## src/rtl/fp32_pkg.sv

```systemverilog
// fp32_pkg: constants, the divider FSM state type and IEEE-754 binary32
// operand classification helpers. The floating-point multiplier uses the
// same package.
// Contents:
//   QNAN, POS_INF           canonical special results
//   EXP_BIAS, EXP_MAX       exponent bias and all-ones exponent
//   FRAC_W, MANT_W, CNT_W   fraction, mantissa and iteration-counter widths
//   div_state_e             divider FSM states
//   is_zero/is_inf/is_nan   operand classification (denormals count as zero)
package fp32_pkg;

    localparam logic [31:0] QNAN     = 32'h7FC00000;
    localparam logic [31:0] POS_INF  = 32'h7F800000;
    localparam int          EXP_BIAS = 127;
    localparam logic [7:0]  EXP_MAX  = 8'hFF;
    localparam int          FRAC_W   = 23;
    localparam int          MANT_W   = FRAC_W + 1;
    localparam int          CNT_W    = 5;

    typedef enum logic [0:0] {
        S_IDLE = 1'b0,
        S_DIV  = 1'b1
    } div_state_e;

    // Denormals are flushed, so a zero exponent alone marks a zero operand.
    function automatic logic is_zero(input logic [7:0] e);
        return e == 8'h00;
    endfunction

    function automatic logic is_inf(input logic [7:0] e, input logic [FRAC_W-1:0] f);
        return (e == EXP_MAX) && (f == '0);
    endfunction

    function automatic logic is_nan(input logic [7:0] e, input logic [FRAC_W-1:0] f);
        return (e == EXP_MAX) && (f != '0);
    endfunction

endpackage

```

## src/rtl/bolucu_if.sv

```systemverilog
// bolucu_if: request/response bundle of the floating-point divider.
// Signals:
//   start         request strobe, taken when the divider is idle
//   sayi1, sayi2  dividend and divisor, binary32
//   busy          iterative division in progress
//   done          one-cycle result strobe
//   sonuc         quotient, held until the next result or reset
// Modports: master drives the request, slave (the divider) answers.
interface bolucu_if;

    logic        start;
    logic [31:0] sayi1;
    logic [31:0] sayi2;
    logic        busy;
    logic        done;
    logic [31:0] sonuc;

    modport master (
        output start, sayi1, sayi2,
        input  busy, done, sonuc
    );

    modport slave (
        input  start, sayi1, sayi2,
        output busy, done, sonuc
    );

endinterface

```

## src/rtl/mantis_bolucu.sv

```systemverilog
// mantis_bolucu: 24-bit restoring mantissa divider, one quotient bit per clock.
// The first bit is produced on the load edge itself, so 24 bits are complete
// 23 cycles after load and q_valid is raised for that cycle.
// Ports:
//   clk, reset   clock, synchronous active-high reset
//   load         capture m1/m2 and produce the first quotient bit
//   m1, m2       normalised mantissas {1, frac}
//   q            quotient bits, MSB first; q[23] is the leading one
//   q_valid      all 24 bits of q are present
module mantis_bolucu
    import fp32_pkg::*;
(
    input  logic              clk,
    input  logic              reset,
    input  logic              load,
    input  logic [MANT_W-1:0] m1,
    input  logic [MANT_W-1:0] m2,
    output logic [MANT_W-1:0] q,
    output logic              q_valid
);

    localparam logic [CNT_W-1:0] ITER_LAST = CNT_W'(MANT_W - 1);

    logic [MANT_W:0]   r_q, r_d;
    logic [MANT_W-1:0] q_q, q_d;
    logic [MANT_W-1:0] m2_q, m2_d;
    logic [CNT_W-1:0]  cnt_q, cnt_d;
    logic              active_q, active_d;

    logic [MANT_W:0]   r_src;
    logic [MANT_W:0]   d_src;
    logic [MANT_W:0]   rem;
    logic              bit_now;

    always_comb begin
        // On the load edge the iteration works on the fresh operands directly.
        // A smaller dividend is pre-shifted so the first bit is always a one.
        r_src = r_q;
        d_src = {1'b0, m2_q};
        if (load) begin
            r_src = (m1 < m2) ? {m1, 1'b0} : {1'b0, m1};
            d_src = {1'b0, m2};
        end
        bit_now = (r_src >= d_src);
        rem     = bit_now ? (r_src - d_src) : r_src;

        r_d      = r_q;
        q_d      = q_q;
        m2_d     = m2_q;
        cnt_d    = cnt_q;
        active_d = active_q;

        if (load) begin
            r_d      = rem << 1;
            q_d      = {{(MANT_W-1){1'b0}}, bit_now};
            m2_d     = m2;
            cnt_d    = ITER_LAST;
            active_d = 1'b1;
        end else if (active_q && (cnt_q != '0)) begin
            r_d   = rem << 1;
            q_d   = {q_q[MANT_W-2:0], bit_now};
            cnt_d = cnt_q - 1'b1;
        end else if (active_q) begin
            active_d = 1'b0;
        end
    end

    always_ff @(posedge clk) begin
        if (reset) begin
            r_q      <= '0;
            q_q      <= '0;
            m2_q     <= '0;
            cnt_q    <= '0;
            active_q <= 1'b0;
        end else begin
            r_q      <= r_d;
            q_q      <= q_d;
            m2_q     <= m2_d;
            cnt_q    <= cnt_d;
            active_q <= active_d;
        end
    end

    assign q       = q_q;
    assign q_valid = active_q && (cnt_q == '0);

endmodule

```

## src/rtl/bolucu.sv

```systemverilog
// bolucu: sequential IEEE-754 binary32 divider, sonuc = sayi1 / sayi2.
// Special operands finish in one cycle; normal operands run a 24-step
// restoring mantissa division (busy for 24 cycles, done on the 25th).
// Result is truncated toward zero; denormals are flushed to zero.
// Ports:
//   clk    clock
//   reset  synchronous active-high reset, aborts any division in flight
//   bus    bolucu_if slave: start/sayi1/sayi2 in, busy/done/sonuc out
//
// state  | meaning
// S_IDLE | waiting for start; special cases are answered from here
// S_DIV  | mantissa divider iterating, counter counts down to 0
module bolucu
    import fp32_pkg::*;
(
    input  logic     clk,
    input  logic     reset,
    bolucu_if.slave  bus
);

    localparam logic signed [9:0]  BIAS10    = 10'(EXP_BIAS);
    localparam logic signed [9:0]  EXP_OVF   = 10'sd255;
    localparam logic [CNT_W-1:0]   ITER_LAST = CNT_W'(MANT_W - 1);

    div_state_e        state_q;
    logic [CNT_W-1:0]  cnt_q;
    logic              busy_q;
    logic              done_q;
    logic [31:0]       sonuc_q;
    logic              sign_q;
    logic signed [9:0] exp_q;

    logic [7:0]        e1, e2;
    logic [FRAC_W-1:0] f1, f2;
    logic [MANT_W-1:0] m1, m2;
    logic              sign_d;
    logic              adj;
    logic signed [9:0] exp_d;
    logic              spec_hit;
    logic [31:0]       spec_res;
    logic              load;
    logic [MANT_W-1:0] q;
    logic              q_valid;
    logic [31:0]       norm_res;

    always_comb begin
        e1     = bus.sayi1[30:23];
        e2     = bus.sayi2[30:23];
        f1     = bus.sayi1[FRAC_W-1:0];
        f2     = bus.sayi2[FRAC_W-1:0];
        m1     = {1'b1, f1};
        m2     = {1'b1, f2};
        sign_d = bus.sayi1[31] ^ bus.sayi2[31];
        adj    = (m1 < m2);
        exp_d  = $signed({2'b00, e1}) - $signed({2'b00, e2}) + BIAS10
                 - $signed({9'd0, adj});

        // First match wins.
        spec_hit = 1'b1;
        spec_res = QNAN;
        if (is_nan(e1, f1) || is_nan(e2, f2)) begin
            spec_res = QNAN;
        end else if ((is_inf(e1, f1) && is_inf(e2, f2)) || (is_zero(e1) && is_zero(e2))) begin
            spec_res = QNAN;
        end else if (is_inf(e1, f1)) begin
            spec_res = {sign_d, POS_INF[30:0]};
        end else if (is_inf(e2, f2)) begin
            spec_res = {sign_d, 31'd0};
        end else if (is_zero(e2)) begin
            spec_res = {sign_d, POS_INF[30:0]};
        end else if (is_zero(e1)) begin
            spec_res = {sign_d, 31'd0};
        end else begin
            spec_hit = 1'b0;
        end

        // q[23] is the hidden one; a quotient without it is not normalised
        // and is flushed rather than packed with a wrong exponent.
        if (exp_q >= EXP_OVF) begin
            norm_res = {sign_q, POS_INF[30:0]};
        end else if ((exp_q <= 10'sd0) || !q[MANT_W-1]) begin
            norm_res = {sign_q, 31'd0};
        end else begin
            norm_res = {sign_q, exp_q[7:0], q[FRAC_W-1:0]};
        end
    end

    assign load = (state_q == S_IDLE) && bus.start && !spec_hit;

    mantis_bolucu u_mantis (
        .clk     (clk),
        .reset   (reset),
        .load    (load),
        .m1      (m1),
        .m2      (m2),
        .q       (q),
        .q_valid (q_valid)
    );

    always_ff @(posedge clk) begin
        if (reset) begin
            state_q <= S_IDLE;
            cnt_q   <= '0;
            busy_q  <= 1'b0;
            done_q  <= 1'b0;
            sonuc_q <= '0;
            sign_q  <= 1'b0;
            exp_q   <= '0;
        end else begin
            done_q <= 1'b0;
            case (state_q)
                S_IDLE: begin
                    if (bus.start) begin
                        if (spec_hit) begin
                            sonuc_q <= spec_res;
                            done_q  <= 1'b1;
                        end else begin
                            state_q <= S_DIV;
                            busy_q  <= 1'b1;
                            cnt_q   <= ITER_LAST;
                            sign_q  <= sign_d;
                            exp_q   <= exp_d;
                        end
                    end
                end
                S_DIV: begin
                    if ((cnt_q == '0) && q_valid) begin
                        sonuc_q <= norm_res;
                        done_q  <= 1'b1;
                        busy_q  <= 1'b0;
                        state_q <= S_IDLE;
                    end else if (cnt_q != '0) begin
                        cnt_q <= cnt_q - 1'b1;
                    end
                end
                default: begin
                    state_q <= S_IDLE;
                    busy_q  <= 1'b0;
                end
            endcase
        end
    end

    assign bus.busy  = busy_q;
    assign bus.done  = done_q;
    assign bus.sonuc = sonuc_q;

endmodule

```

## src/flat_wrapper.sv

```systemverilog
// flat-port wrapper written by rule: the top's interface ports become plain ports
module bolucu_flat import fp32_pkg::*;
  (clk, reset, bus_start, bus_sayi1, bus_sayi2, bus_busy, bus_done, bus_sonuc);
  bolucu_if bus_i ();
  input  logic clk;
  input  logic reset;
  input wire logic [$bits(bus_i.start)-1:0] bus_start;
  input wire logic [$bits(bus_i.sayi1)-1:0] bus_sayi1;
  input wire logic [$bits(bus_i.sayi2)-1:0] bus_sayi2;
  output wire logic [$bits(bus_i.busy)-1:0] bus_busy;
  output wire logic [$bits(bus_i.done)-1:0] bus_done;
  output wire logic [$bits(bus_i.sonuc)-1:0] bus_sonuc;
  assign bus_i.start = bus_start;
  assign bus_i.sayi1 = bus_sayi1;
  assign bus_i.sayi2 = bus_sayi2;
  assign bus_busy = bus_i.busy;
  assign bus_done = bus_i.done;
  assign bus_sonuc = bus_i.sonuc;
  bolucu u_core (.clk(clk), .reset(reset), .bus(bus_i));
endmodule
```

## config.mk

```make
export PLATFORM = sky130hd
export DESIGN_NAME = bolucu_flat
export DESIGN_NICKNAME = d
export VERILOG_FILES = /design/src/rtl/fp32_pkg.sv /design/src/rtl/bolucu_if.sv /design/src/rtl/mantis_bolucu.sv /design/src/rtl/bolucu.sv /design/src/flat_wrapper.sv
export SDC_FILE = /design/constraint.sdc
export NUM_CORES = 1
export LEC_CHECK = 0
export BUFFER_PORTS_ARGS = -buffer_cell sky130_fd_sc_hd__buf_2
export CORE_MARGIN = 1.5
export CORE_UTILIZATION = 59
export DETAILED_ROUTE_END_ITERATION = 10
export GPL_TIMING_DRIVEN = 0
export PLACE_DENSITY = 0.81
export SLEW_MARGIN = 10
export SYNTH_ARGS = -nofsm -noshare
export SYNTH_HDL_FRONTEND = slang
export SYNTH_SLANG_ARGS = --single-unit
```

## constraint.sdc

```tcl
create_clock -name clk -period 7.72 [get_ports clk]
set_input_delay 1.544 -clock clk [delete_from_list [all_inputs] [get_ports clk]]
set_output_delay 1.544 -clock clk [all_outputs]
set_load 0.01 [all_outputs]
```

==> reports/results.tsv <==
metric	value	unit
status	complete, no violations	
hold_buffers	0	
cp-end-kind	register	
start_util	0.602	
cts_setup_buffers	0	
cts_buffers	17	
synth_area	7980	um^2
ys_top_cells_by_area	dfxtp_1 (32%), ha_1 (10%), a21oi_1 (7.4%)	
yosysWarnings	0	
finalMaxSlewViolations	0	
wl_per_cell	17.3	um
max_cap_violations	0	
fillers	1136	
overflow	0	
io_pins	101	
cts-htree-levels	4	
worstSetupEndpoint	u_core.u_mantis.r_q[24]	
total_power	2.38	mW
ff_latch_area	2580	um^2
gp_congestion	0.992	
tightest_slew	0.722	ns
max_freq	143	MHz
hold_violations	0	
fin_util	0.697	
io_buffers	99	
rsz0062_at_grt	no	
cp.arrival	7.35	ns
ys_seq_elements	129	
synth_top_area_frac	0.324	
clock-sinks	129	
startpoint_type	input port	
drt-initial-drc-count	709	
cts_root_buf	clkbuf_16	
avgSynthCellArea	8.10	um^2
relSlewSlack	0.519	
regToRegSetupSlack	2.40	ns
critical_path.startpoint	bus_sayi2[22]	
worst-path-max-fanout	10	
synth_edf_count	0	
vias	7802	
core	13200	um^2
hold_class	register to register	
worstRegToRegCells	17	
finClkSkew	0.0125	ns
crit_family	simple AND/OR/NAND/NOR gates	
r2r_end	u_core.u_mantis.r_q[24]	
cp.required	8.07	ns
synth.distinct_cells	66	
post-route-period-util	0.908	
post_cts_resized	0	
ant_nets	0	
area_growth	15.7	%
fin_setup_tns	0	ns
synthArstFlopShare	0	
clock_tree.buffer_depth	2	
min_from	u_core.bus.busy	
die_width	119	um
clkLatencyLatePin	0.44	ns
cpMaxStageDelayCell	buf_1	
die_h	119	um
cp.depth	23	
dieArea	14200	um^2
worst-path-buf-inv	6	
cts_tree	built	
criticalPathCategory	input port to register	
fin_ws	0.712	ns
synthFlopType	dfxtp_1	
drc_errors	0	
grt_pass1_vias	7409	
crit_top_cell	nand3_1	
place_ws	0.477	ns
p_per_area	258	nW/um^2
antenna_found_initial	0	
leakagePower	4.04	nW
setup_viol	0	
routed_wl	22.3	mm
crit_path_max_incr_delay	0.47	ns
drt_first_pass_iters	5	
num_antenna_cells	0	
syn_nets	1121	
reg2reg_from	u_core.state_q	
worstHoldPathCells	2	
max-vdd-ir-drop	0.216	mV
fin_nets	1239	
drive_above_1_share	0.135	
grt_use_total	0.317	
synth_area_leader_cell	dfxtp_1	
clkTransAtPathRegs	0.06	ns
rows	42	
dp_hpwl	16.4	mm
period_needed	7.01	ns
synthCells	985	
grt_max_degree	17	
crit_chain	buf_2 -> inv_1 -> ha_1 -> nand3_1 -> nor3_1 -> nand3_1 -> a211o_1 -> and2_1 -> buf_2 -> inv_4 -> buf_4 -> mux2i_1 -> a21oi_1 -> ha_1 -> and4_4 -> and4_1 -> a21boi_2 -> nor3_1 -> o41a_1 -> nand2_1 -> buf_1 -> nand3_1 -> a311oi_2	
grt_pass1_wl	35.9	mm
multi_input_area	4970	um^2
vias_per_cell	6.04	
fin_hold_ws	0.457	ns
ys_seq_area_frac	0.324	
## worst min-delay path by stage
| stage | slack, ns | to |
|---|---|---|
| finish | 0.46 | u_core.bus.busy |
| global placement | 0.44 | u_core.u_mantis.m2_q[23] |
| CTS | 0.46 | u_core.bus.busy |
| floorplan | 0.43 | u_core.u_mantis.m2_q[23] |
| global route | 0.48 | u_core.u_mantis.q[16] |
| detailed placement | 0.45 | u_core.bus.busy |
## state kept, by name, summed over array words and instances, names as in the netlist, 5 cells and up
name	flops
u_core.bus.sonuc	32
u_core.u_mantis.q	24
u_core.u_mantis.cnt_q	5
u_core.u_mantis.m2_q	24
u_core.cnt_q	5
u_core.exp_q	10
u_core.u_mantis.r_q	24
## cell families after synthesis
family | Yosys count | share of synthesized area
compound gates | 286 | 0.240
fa+ha+maj | 69 | 0.111
xor+xnor | 38 | 0.0417
buf+inv | 108 | 0.0536
flops | 129 | 0.324
mux | 44 | 0.0554
simple gates | 311 | 0.175
## power breakdown
part | internal [mW] | total (mW) | switching, mW | leakage, nW
clock | 0.412 | 0.736 | 0.324 | 0.262
sequential | 0.725 | 0.763 | 0.0382 | 1.05
combinational | 0.363 | 0.883 | 0.520 | 2.73
## cell usage in the layout (no fill, tap or decap), types with 19 or more instances in the layout
master    Yosys  final
xnor2_1      25     25
inv_1        57     57
buf_2         7    106
ha_1         66     66
a21oi_1     118    118
clkbuf_1     40     40
a211o_1      21     21
a211oi_1     28     28
mux2i_1      43     43
o21ai_0      19     19
dfxtp_1     129    129
nand2_1      94     94
nor2_1      125    125
## through the flow
step,area [um^2],cells
after floorplan,7980,985
after global placement,8690,1260
after detailed placement,8690,1260
after CTS,9230,1291
after global routing,9230,1291
final,9230,1291
## synthesized netlist by cell type (13+ instances only)
| library cell | instances |
|---|---|
| a21o_1 | 18 |
| xnor2_1 | 25 |
| a22o_1 | 18 |
| dfxtp_1 | 129 |
| a211o_1 | 21 |
| nand2_1 | 94 |
| ha_1 | 66 |
| a211oi_1 | 28 |
| a21oi_1 | 118 |
| inv_1 | 57 |
| clkbuf_1 | 40 |
| o21ai_0 | 19 |
| nand3_1 | 13 |
| nor2_1 | 125 |
| nor4_1 | 15 |
| nor3_1 | 18 |
| mux2i_1 | 43 |
| xor2_1 | 13 |
## per-layer routing
metal  track usage  vias to the layer above  routed length, um
li1              -                     3760                  -
met3        0.0714                       76               1600
met4         0.141                        0                758
met1         0.394                     3626               9630
met5             0                        -                  0
met2         0.527                      340              10300
## tightest hold or removal path, delay by kind of cell, from the launching register on
kind | cells | cell delay (ns)
compound gates | 1 | 0.05
flops | 1 | 0.31
simple gates | 1 | 0.05
## cell type report
class	count	area share
well taps	176	0.0239
clock inverters	14	0.0117
plain buffers	50	0.0225
flip-flops and latches	129	0.280
clock buffers	17	0.0461
repair buffers	99	0.0537
multi-input cells	748	0.538
inverters	58	0.0239
Power figures use the tool's default switching activity.
